File: src/rtl/id_ex_stage_pkg.sv
// Shared pipeline definitions for the ID/EX boundary: control bundle layout,
// the all-zero bubble value, ALU operation classes and bubble classification.
package id_ex_stage_pkg;

  // ALU operation classes produced by the main decoder.
  typedef enum logic [2:0] {
    ALU_OP_ADD    = 3'd0,  // address generation for loads/stores
    ALU_OP_BRANCH = 3'd1,  // compare for conditional branches
    ALU_OP_RTYPE  = 3'd2,  // register-register, funct3/funct7 select
    ALU_OP_ITYPE  = 3'd3,  // register-immediate, funct3 selects
    ALU_OP_LUI    = 3'd4,  // pass immediate
    ALU_OP_AUIPC  = 3'd5,  // pc + immediate
    ALU_OP_JUMP   = 3'd6   // link address pc + 4
  } alu_op_e;

  // Control bundle carried from ID into EX.
  typedef struct packed {
    logic       branch;
    logic       mem_read;
    logic       mem_to_reg;
    logic       mem_write;
    logic       reg_write;
    logic       jal;
    logic       jalr;
    logic       alu_src;
    alu_op_e    alu_op;
    logic [2:0] funct3;
    logic       funct7b5;
  } ctrl_t;

  // A bubble has no side effects anywhere downstream.
  localparam ctrl_t BUBBLE = '0;

  // True when the entry captured on this edge is a bubble: either a flush
  // forces one in, or ID is not stalled and offers no real instruction.
  function automatic logic bubble_capture(input logic flush,
                                          input logic stall,
                                          input logic valid);
    return flush | (~stall & ~valid);
  endfunction

endpackage

File: src/rtl/id_ex_stage_bubble_counter.sv
// Saturating event counter with synchronous clear (clear beats increment).
module bubble_counter #(
  parameter int WIDTH = 16
) (
  input  logic             clk,
  input  logic             reset,
  input  logic             clr,
  input  logic             inc,
  output logic [WIDTH-1:0] count
);

  logic [WIDTH-1:0] count_reg;
  logic [WIDTH-1:0] count_next;

  // Next count: clear first, then increment unless already at all-ones.
  always_comb begin
    count_next = count_reg;
    if (clr) begin
      count_next = '0;
    end else if (inc && (count_reg != '1)) begin
      count_next = count_reg + {{(WIDTH-1){1'b0}}, 1'b1};
    end
  end

  // Counter state register with asynchronous active-low reset.
  always_ff @(posedge clk or negedge reset) begin
    if (!reset) begin
      count_reg <= '0;
    end else begin
      count_reg <= count_next;
    end
  end

  assign count = count_reg;

endmodule

File: src/rtl/id_ex_stage.sv
// ID/EX pipeline register: captures the (possibly zeroed) control bundle and
// decode operands, handles stall/flush, detects load-use hazards and counts
// inserted bubbles.
module id_ex_stage
  import id_ex_stage_pkg::*;
#(
  parameter int DATA_WIDTH = 32,
  parameter int REG_ADDR   = 5,
  parameter int CNT_WIDTH  = 16
) (
  input  logic                  clk,
  input  logic                  reset,
  input  logic                  stall_in,
  input  logic                  flush_in,
  input  logic                  valid_in,
  input  logic                  branch_in,
  input  logic                  mem_read_in,
  input  logic                  mem_to_reg_in,
  input  logic                  mem_write_in,
  input  logic                  reg_write_in,
  input  logic                  jal_in,
  input  logic                  jalr_in,
  input  logic                  alu_src_in,
  input  logic [2:0]            alu_op_in,
  input  logic [2:0]            funct3_in,
  input  logic                  funct7b5_in,
  input  logic [DATA_WIDTH-1:0] pc_in,
  input  logic [DATA_WIDTH-1:0] rs1_data_in,
  input  logic [DATA_WIDTH-1:0] rs2_data_in,
  input  logic [DATA_WIDTH-1:0] imm_in,
  input  logic [REG_ADDR-1:0]   rs1_in,
  input  logic [REG_ADDR-1:0]   rs2_in,
  input  logic [REG_ADDR-1:0]   rd_in,
  input  logic                  clr_cnt_in,
  output logic                  branch_out,
  output logic                  mem_read_out,
  output logic                  mem_to_reg_out,
  output logic                  mem_write_out,
  output logic                  reg_write_out,
  output logic                  jal_out,
  output logic                  jalr_out,
  output logic                  alu_src_out,
  output logic [2:0]            alu_op_out,
  output logic [2:0]            funct3_out,
  output logic                  funct7b5_out,
  output logic [DATA_WIDTH-1:0] pc_out,
  output logic [DATA_WIDTH-1:0] rs1_data_out,
  output logic [DATA_WIDTH-1:0] rs2_data_out,
  output logic [DATA_WIDTH-1:0] imm_out,
  output logic [REG_ADDR-1:0]   rs1_out,
  output logic [REG_ADDR-1:0]   rs2_out,
  output logic [REG_ADDR-1:0]   rd_out,
  output logic                  valid_out,
  output logic                  hazard_out,
  output logic [CNT_WIDTH-1:0]  bubble_cnt_out
);

  ctrl_t ctrl_in;
  ctrl_t ctrl_reg, ctrl_next;
  logic                  valid_reg, valid_next;
  logic [DATA_WIDTH-1:0] pc_reg, pc_next;
  logic [DATA_WIDTH-1:0] rs1_data_reg, rs1_data_next;
  logic [DATA_WIDTH-1:0] rs2_data_reg, rs2_data_next;
  logic [DATA_WIDTH-1:0] imm_reg, imm_next;
  logic [REG_ADDR-1:0]   rs1_reg, rs1_next;
  logic [REG_ADDR-1:0]   rs2_reg, rs2_next;
  logic [REG_ADDR-1:0]   rd_reg, rd_next;
  logic                  bubble_inc;

  assign ctrl_in = '{
    branch:     branch_in,
    mem_read:   mem_read_in,
    mem_to_reg: mem_to_reg_in,
    mem_write:  mem_write_in,
    reg_write:  reg_write_in,
    jal:        jal_in,
    jalr:       jalr_in,
    alu_src:    alu_src_in,
    alu_op:     alu_op_e'(alu_op_in),
    funct3:     funct3_in,
    funct7b5:   funct7b5_in
  };

  // Next-entry select: flush inserts an all-zero bubble, stall holds,
  // otherwise load; an invalid ID slot is captured with bubble control.
  always_comb begin
    ctrl_next     = ctrl_reg;
    valid_next    = valid_reg;
    pc_next       = pc_reg;
    rs1_data_next = rs1_data_reg;
    rs2_data_next = rs2_data_reg;
    imm_next      = imm_reg;
    rs1_next      = rs1_reg;
    rs2_next      = rs2_reg;
    rd_next       = rd_reg;
    if (flush_in) begin
      ctrl_next     = BUBBLE;
      valid_next    = 1'b0;
      pc_next       = '0;
      rs1_data_next = '0;
      rs2_data_next = '0;
      imm_next      = '0;
      rs1_next      = '0;
      rs2_next      = '0;
      rd_next       = '0;
    end else if (!stall_in) begin
      ctrl_next     = valid_in ? ctrl_in : BUBBLE;
      valid_next    = valid_in;
      pc_next       = pc_in;
      rs1_data_next = rs1_data_in;
      rs2_data_next = rs2_data_in;
      imm_next      = imm_in;
      rs1_next      = rs1_in;
      rs2_next      = rs2_in;
      rd_next       = rd_in;
    end
  end

  // EX-side pipeline register with asynchronous active-low reset.
  always_ff @(posedge clk or negedge reset) begin
    if (!reset) begin
      ctrl_reg     <= BUBBLE;
      valid_reg    <= 1'b0;
      pc_reg       <= '0;
      rs1_data_reg <= '0;
      rs2_data_reg <= '0;
      imm_reg      <= '0;
      rs1_reg      <= '0;
      rs2_reg      <= '0;
      rd_reg       <= '0;
    end else begin
      ctrl_reg     <= ctrl_next;
      valid_reg    <= valid_next;
      pc_reg       <= pc_next;
      rs1_data_reg <= rs1_data_next;
      rs2_data_reg <= rs2_data_next;
      imm_reg      <= imm_next;
      rs1_reg      <= rs1_next;
      rs2_reg      <= rs2_next;
      rd_reg       <= rd_next;
    end
  end

  // Load-use: a load in EX whose destination is read by the instruction in
  // ID. x0 is never a real dependency. Independent of stall/flush so the
  // hazard unit sees the raw request.
  assign hazard_out = valid_reg & ctrl_reg.mem_read & (rd_reg != '0) &
                      ((rd_reg == rs1_in) | (rd_reg == rs2_in));

  assign bubble_inc = bubble_capture(flush_in, stall_in, valid_in);

  bubble_counter #(
    .WIDTH (CNT_WIDTH)
  ) u_bubble_counter (
    .clk   (clk),
    .reset (reset),
    .clr   (clr_cnt_in),
    .inc   (bubble_inc),
    .count (bubble_cnt_out)
  );

  assign branch_out     = ctrl_reg.branch;
  assign mem_read_out   = ctrl_reg.mem_read;
  assign mem_to_reg_out = ctrl_reg.mem_to_reg;
  assign mem_write_out  = ctrl_reg.mem_write;
  assign reg_write_out  = ctrl_reg.reg_write;
  assign jal_out        = ctrl_reg.jal;
  assign jalr_out       = ctrl_reg.jalr;
  assign alu_src_out    = ctrl_reg.alu_src;
  assign alu_op_out     = ctrl_reg.alu_op;
  assign funct3_out     = ctrl_reg.funct3;
  assign funct7b5_out   = ctrl_reg.funct7b5;
  assign valid_out      = valid_reg;
  assign pc_out         = pc_reg;
  assign rs1_data_out   = rs1_data_reg;
  assign rs2_data_out   = rs2_data_reg;
  assign imm_out        = imm_reg;
  assign rs1_out        = rs1_reg;
  assign rs2_out        = rs2_reg;
  assign rd_out         = rd_reg;

endmodule

File: config.mk
export PLATFORM = sky130hd
export DESIGN_NAME = id_ex_stage
export DESIGN_NICKNAME = d
export VERILOG_FILES = /design/src/rtl/id_ex_stage_pkg.sv /design/src/rtl/id_ex_stage_bubble_counter.sv /design/src/rtl/id_ex_stage.sv
export SDC_FILE = /design/constraint.sdc
export NUM_CORES = 1
export LEC_CHECK = 0
export ABC_AREA = 0
export CORE_AREA = 2 2 137 139
export DETAILED_ROUTE_END_ITERATION = 16
export DIE_AREA = 0 0 139 141
export GPL_TIMING_DRIVEN = 1
export PLACE_DENSITY_LB_ADDON = 0.08
export SYNTH_ARGS = -nofsm -noshare
export SYNTH_HDL_FRONTEND = slang
export SYNTH_HIERARCHICAL = 1
export SYNTH_SLANG_ARGS = --single-unit
File: constraint.sdc
create_clock -name clk -period 2.34 [get_ports clk]
set_clock_uncertainty 0.15 [all_clocks]
set_input_delay 0.351 -clock clk [delete_from_list [all_inputs] [get_ports clk]]
set_output_delay 0.351 -clock clk [all_outputs]
set_load 0.005 [all_outputs]
==> results of run 1 <==
==> layout by cell type, fill, tap and decap left out, drive strengths merged <==
cell           count
xnor2              4
buf               23
and4               2
o21bai             1
nor4               5
or3                3
clkbuf            20
a21oi             28
inv                5
xor2               6
clkinvlp           1
nand4              7
bufinv             3
mux2               4
nor2             177
or4                8
o21ai              4
dlygate4sd3        1
nand2             21
clkdlybuf4s50    335
a211oi             1
o31ai              7
o211ai             2
clkdlybuf4s15      1
nand3b             1
nor2b              4
dfrtp            175
and3               2
ha                 1
mux2i            143
clkinv             7
nor3               3
nand3              5
==> cell usage after synthesis (3+ instances only) <==
cell,count,area [µm²]
o21ai_1,3,15.01
inv_1,4,15.01
buf_2,8,40.04
xor2_1,6,52.55
nand3_1,5,25.02
nor4_1,4,25.02
mux2i_1,143,1431
nor3_1,3,15.01
nand4_1,6,37.54
buf_4,6,45.04
a21oi_1,28,140.1
nor2_1,177,664.4
buf_1,3,11.26
buf_6,11,123.9
dfrtp_1,175,4379
clkbuf_1,17,63.81
mux2_1,4,45.04
or4_1,6,45.04
xnor2_1,4,35.03
nor2b_1,4,25.02
o31ai_1,7,52.55
nand2_1,21,78.83
==> kinds of logic (layout without fill, tap and decap cells) <==
kind of cell | after synthesis | count (layout) | share of synthesized area (%)
AO/OA/AOI/OAI | 43 | 43 | 3.418
AND/OR/NAND/NOR | 238 | 238 | 13.62
XOR/XNOR | 10 | 10 | 1.162
multiplexers | 147 | 147 | 19.58
buffers and inverters | 49 | 396 | 3.966
flip-flops | 175 | 175 | 58.08
adder cells (fa/ha/maj) | 1 | 1 | 0.1659
==> per-layer routing <==
| layer | routed length [µm] | share of wire [%] |
|---|---|---|
| met3 | 1861 | 8.5 |
| met5 | 0 | 0 |
| met1 | 9132 | 42 |
| met2 | 10380 | 48 |
| met4 | 460 | 2.1 |
==> worst max-delay path by stage <==
stage	start	endpoint	slack, ns	depth (start not counted)
2_1_floorplan	valid_in	u_bubble_counter/count[3]	0.13	7
3_3_place_gp	rs2_in[0]	hazard_out	-0.10	6
3_5_place_dp	rs1_in[0]	hazard_out	-0.11	6
4_1_cts	rd_out[3]	hazard_out	0.005	4
5_1_grt	rd_out[2]	hazard_out	0.01	4
6_report	rd_out[2]	hazard_out	0.06	4
==> worst max-delay path, cell delays in order (launching register included) <==
cell	delay, ns
dfrtp_1	0.39
or4_1	0.53
o211ai_2	0.20
a21oi_2	0.04
clkdlybuf4s15_1	0.20
==> stage by stage <==
| step | hold WS, ns | setup WS (ns) | std cells | power [µW] |
|---|---|---|---|---|
| 6_report | 0.2970 | 0.06128 | 1244 | 7362 |
| 5_1_grt | 0.3172 | 0.009512 | 1244 | 7667 |
| 4_1_cts | 0.3041 | 0.005335 | 1243 | 7438 |
| 3_5_place_dp | 0.1736 | -0.1091 | 1208 | 4473 |
| 3_3_place_gp | 0.1684 | -0.1023 | 1208 | 4463 |
| 2_1_floorplan | -0.09459 | 0.1253 | 663 | 3718 |
==> power groups by stage <==
stage | sequential (µW) | combinational, µW | clock (µW)
6_report | 3260 | 1150 | 2950
5_1_grt | 3280 | 1250 | 3140
4_1_cts | 3270 | 1160 | 3010
3_5_place_dp | 3320 | 1150 | 0
3_3_place_gp | 3320 | 1150 | 0
2_1_floorplan | 3330 | 386 | 0
==> cell type report <==
type / instances / share of cell area, %
timing repair buffer: 361 / 30.75
tap: 234 / 2.483
multi-input combinational: 439 / 24.30
clock inverter: 12 / 1.358
clock buffer: 19 / 3.841
sequential: 175 / 37.15
inverter: 4 / 0.1273
==> what timing repair did <==
item / CTS / global route
gates cloned: 0 / 0
pin swaps: 1 / 4
endpoints found under the hold margin: 39 / 0
setup endpoints to repair: 1 / 1
hold buffers: 1 / 0
resized for setup: 1 / 3
buffers inserted: 3 / 1
==> summary.txt, run 1 <==
CTS
  • Sink Count: 175
  • Root buffer cell: clkbuf_16
  • CTS tree: yes
  • Total clock buffers created by CTS: 17
  • CTS Buffer Depth: 2
  • Skew-Pair Late Insertion Delay: between 0.4 and 0.5 ns
  • H-tree depth: 4
  • Clock transition at path regs: 0.07 ns

Floorplan
  • Core Box Area: 18270 µm²
  • Die Wd: 139 µm
  • Initial core utilization: between 40% and 50%
  • IO Pins: 340
  • Row cnt: 50
  • Die ar.: 19600 µm²
  • DIE HEIGHT: 141 µm

Routing
  • Starting DRT DRC Count: 336
  • DR pass1 iterations: 4
  • Via density: 4.887
  • DRC: 0
  • Routed WL: 21830 µm
  • Routed Antenna Nets: 0
  • DR WL/cell: 17.55 µm
  • Via count: 6080

Hold path
  • Hold path depth: 4
  • HP Class: input pin to flip-flop
  • Hold Crit Start: flush_in
  • Hold EP: valid_out

Final layout
  • Register area: 4380 µm²
  • Layout area overhead: 56.41%
  • N_diodes: 0
  • Final Cell Area: around 12000 µm²
  • Area of the multi-input gates: 2865 µm²
  • Fin nets: 1163
  • Fillcell total: between 1500 and 2000
  • Util after Layout: 64.55%
  • Layout cells sized above 1: about 6.6%

Critical path
  • Critical setup path kind: flip-flop to output pin
  • WP data arrival: 1.78 ns
  • RR Startpoint: u_bubble_counter/count[0]
  • Worst-path maximum fanout: 3
  • CP required: 1.84 ns
  • FF-to-FF path depth: 6
  • Crit. End Element: output pin
  • CP Launch Type: flip-flop
  • R2r setup slk: 0.24 ns
  • Reg2reg end: u_bubble_counter/count[4]

STA
  • Setup TNS Final: 0 ns
  • Max frequency: around 440 MHz
  • Fin crit share: a little over nine tenths
  • Unrepaired setup endpoints after global routing: no
  • Max Slew Vio Count: 0
  • Final Setup Violations: 0
  • Worst slew margin: 40.61%
  • Final min period: roughly 2.3 ns
  • Worst-margin pin slew: 0.8909 ns
  • Final Hold Violating Endpoints: 0

Power and ir drop
  • Switching share of power: a little under a quarter
  • Clk pwr share: about two fifths
  • P per Cell Area: 624.3 nW/µm²
  • Internal Power: roughly 5600 µW
  • Switching Power: 1749 µW
  • Sequential Power Share: 44.3%
  • Peak VDD IR: 0.0005233 V
  • Leak: 0.005461 µW
  • Logic pwr share: 15.6%

Global route
  • Met2 GRT Util: 35.62%
  • Vias in the first global route: a little over 6000
  • GRT busiest layer: met2
  • Initial antenna violation count: 0
  • Largest net degree at the start of global routing: 97
  • Grt total ovfl: 0
  • Grt met3 use: 7.745%
  • Met1 Track Usage GR: between 20% and 30%
  • Global-route wire length before repair: between 30000 and 40000 µm
  • Total Routing Usage GR: 22.43%

Synthesis
  • Count of cell types in the netlist: 35
  • Seq cells post-synth: 175
  • Sequential-to-total area share from yosys stat: around three fifths
  • Yosys Warn Count: 6
  • Post-Syn Instances: 663
  • Syn_nets: 828
  • Main flop type after synthesis: dfrtp_1
  • Share of flip-flops with an asynchronous set or reset: 100.0%
  • Mapped Area: 7540 µm²
  • Synthesized area per cell: approximately 11 µm²
  • Post-synth EDFFs: 0

Place
  • Placer congestion estimate: between 0.8 and 0.9
  • IO Port Bufs: 339
  • DP Area: 11130 µm²
  • Dpl hpwl: 15620 µm

Flow run
  • Max_cap viols: 0

Outcome
  • Status: finished, final reports clean
Power figures use the tool's default switching activity.
==> run 2: changes to the inputs <==
==> constraint.sdc (replaced) <==
create_clock -name clk -period 2.2 [get_ports clk]
set_clock_uncertainty 0.15 [all_clocks]
set_input_delay 0.33 -clock clk [delete_from_list [all_inputs] [get_ports clk]]
set_output_delay 0.33 -clock clk [all_outputs]
set_load 0.005 [all_outputs]
==> run 2 against run 1 <==
  * Combinational power increased by 7%
  * Global-route usage decreased by 0.12 points
  * First-iteration DRC count decreased by 0.89%
  * Clock power increased by 18%
  * Sequential power increased by 6.4%
  * Sequential share of layout area decreased by 0.38 points
  * Cell area increased by 1.1%
  * Die area unchanged
  * Final cell count increased by 0.56%
  * Hold slack got worse by 0.071 ns
  * Critical path depth unchanged
  * Critical path type unchanged
  * Critical endpoint unchanged
==> summary.txt, run 2 (synthesis gave the netlist of run 1 again) <==
CTS
  • Skew-Pair Late Insertion Delay: 0.43 ns
  • Sink Count: 175
  • H-tree depth: 4
  • CTS tree: yes
  • CTS Buffer Depth: 2
  • Root buffer cell: clkbuf_16
  • Clock transition at path regs: approximately 0.06 ns
  • Total clock buffers created by CTS: 17

Place
  • IO Port Bufs: 339
  • Dpl hpwl: 15330 µm
  • Inst Count DP: 1212
  • Placer congestion estimate: 0.8714
  • DP Area: between 10000 and 15000 µm²

Final layout
  • Layout area overhead: 58.07%
  • N_diodes: 0
  • Register area: 4382 µm²
  • Util after Layout: between 60% and 70%
  • Fillcell total: 1496
  • Most frequent cells in the layout: clkdlybuf4s50_1, nor2_1, dfrtp_1, mux2i_1, a21oi_1
  • Area of the multi-input gates: 2865 µm²
  • Fin nets: between 1000 and 1500
  • Finished Layout Cells: 1251
  • Commonest non-fill, non-tap cell in the layout: clkdlybuf4s50_1
  • Final Cell Area: around 12000 µm²
  • Layout cells sized above 1: between 7 and 8%

STA
  • Worst-margin pin slew: 0.7681 ns
  • Max Slew Vio Count: 0
  • Final Hold Violating Endpoints: 0
  • Unrepaired setup endpoints after global routing: yes
  • Fin crit share: 97.85%
  • Worst slew margin: 48.79%
  • Hold slack: 0.2255 ns
  • Final min period: roughly 2.2 ns
  • Final Setup Violations: 0
  • Max frequency: around 460 MHz

Critical path
  • Crit-path max cell delay: 0.51 ns
  • R2r setup slk: about 0.13 ns
  • Buffers plus inverters on the worst setup path: 1
  • CP Launch Type: flip-flop
  • CP delay by family, top: simple AND/OR/NAND/NOR gates
  • CP required: between 1.5 and 2 ns
  • WP data arrival: 1.67 ns
  • Slowest CP cell: or4_4
  • Crit. End Element: output pin
  • Worst-path maximum fanout: 3
  • Critical setup path kind: flip-flop to output pin
  • Crit-path cells: or4_4, o211ai_2, a21oi_1, buf_2

Global route
  • Total Routing Usage GR: 22.31%
  • Vias in the first global route: about 6000
  • Met2 GRT Util: 36.40%
  • Global-route wire length before repair: 34500 µm
  • Largest net degree at the start of global routing: around 160
  • GRT busiest layer: met2
  • Grt total ovfl: 0
  • Grt met3 use: 6.997%
  • Initial antenna violation count: 1
  • Met1 Track Usage GR: 28.71%

Flow run
  • Max_cap viols: 0

Hold path
  • HP Class: input pin to flip-flop

Power and ir drop
  • Power, Total: slightly above 8000 µW
  • Leak: ~0.0055 µW
  • P per Cell Area: 687.6 nW/µm²
  • Peak VDD IR: 0.0005317 V

Floorplan
  • Row cnt: 50
  • Die Wd: 139 µm
  • Core Box Area: around 18000 µm²
  • Die ar.: about 20000 µm²
  • DIE HEIGHT: 141 µm
  • IO Pins: 340
  • Initial core utilization: 41.27%

Outcome
  • Status: finished, final reports clean

Routing
  • Routed Antenna Nets: 0
  • DR pass1 iterations: 6
  • DR WL/cell: ~18 µm
  • Via density: between 4 and 5
  • Routed WL: 22030 µm
  • DRC: 0
  • Starting DRT DRC Count: about 330
  • Via count: approximately 6100
[run 2: cell types whose count changed in the layout (fill, tap and decap cells not counted), moves of 2 or more]
cell       previous run  this run
clkbuf_8              3         1
clkinv_4              5         1
inv_6                 1         4
bufinv_16             3         6
buf_4                17        21
[run 2: metal layers]
layer	up-vias	wire length, µm	share of wire (%)
met5	-	0	0
met4	0	405	1.8
li1	2932	-	-
met2	246	10640	48
met1	2908	9355	42
met3	27	1626	7.4
[run 2: repair_timing]
item,CTS,global route
setup endpoints to repair,1,2
hold buffers,1,0
gates resized for setup,6,2
pin swaps,1,6
setup buffers,4,2
endpoints found under the hold margin,46,0
[run 2: through the flow]
stage           TNS [ns]  setup WS, ns
2_1_floorplan          0      0.006267
3_3_place_gp     -0.1755       -0.1755
3_5_place_dp     -0.2631       -0.1823
4_1_cts                0       0.01069
5_1_grt        -0.003907     -0.003907
6_report               0       0.04729
[run 2: cell type report]
cell class,count,area share [%]
clock buffer,17,3.570
clock inverter,15,2.142
inverter,4,0.1260
multi-input combinational,439,24.04
sequential,175,36.77
tap,234,2.457
timing repair buffer,367,30.90
[run 2: worst paths after layout]
kind                            cells past startpoint                   endpoint                      start
min in group asynchronous                           2            rs2_data_out[7]                      reset
worst max register to register                      6  u_bubble_counter/count[3]  u_bubble_counter/count[0]
max in group asynchronous                           3                  pc_out[9]                      reset
worst min-delay path                                4                  valid_out                   flush_in
worst max-delay path                                4                 hazard_out                  rd_out[2]
worst min register to register                      2              funct3_out[1]              funct3_out[1]
[run 2: worst min-delay path, stage by stage]
cell      delay (ns)
buf_4           0.11
o21bai_1        0.14
buf_4           0.14
a21oi_1         0.04
[run 2: power breakdown]
group | total (µW) | internal (µW) | switching, µW
logic | 1230 | 748 | 482
registers | 3470 | 3380 | 91.2
clock network | 3490 | 2150 | 1340
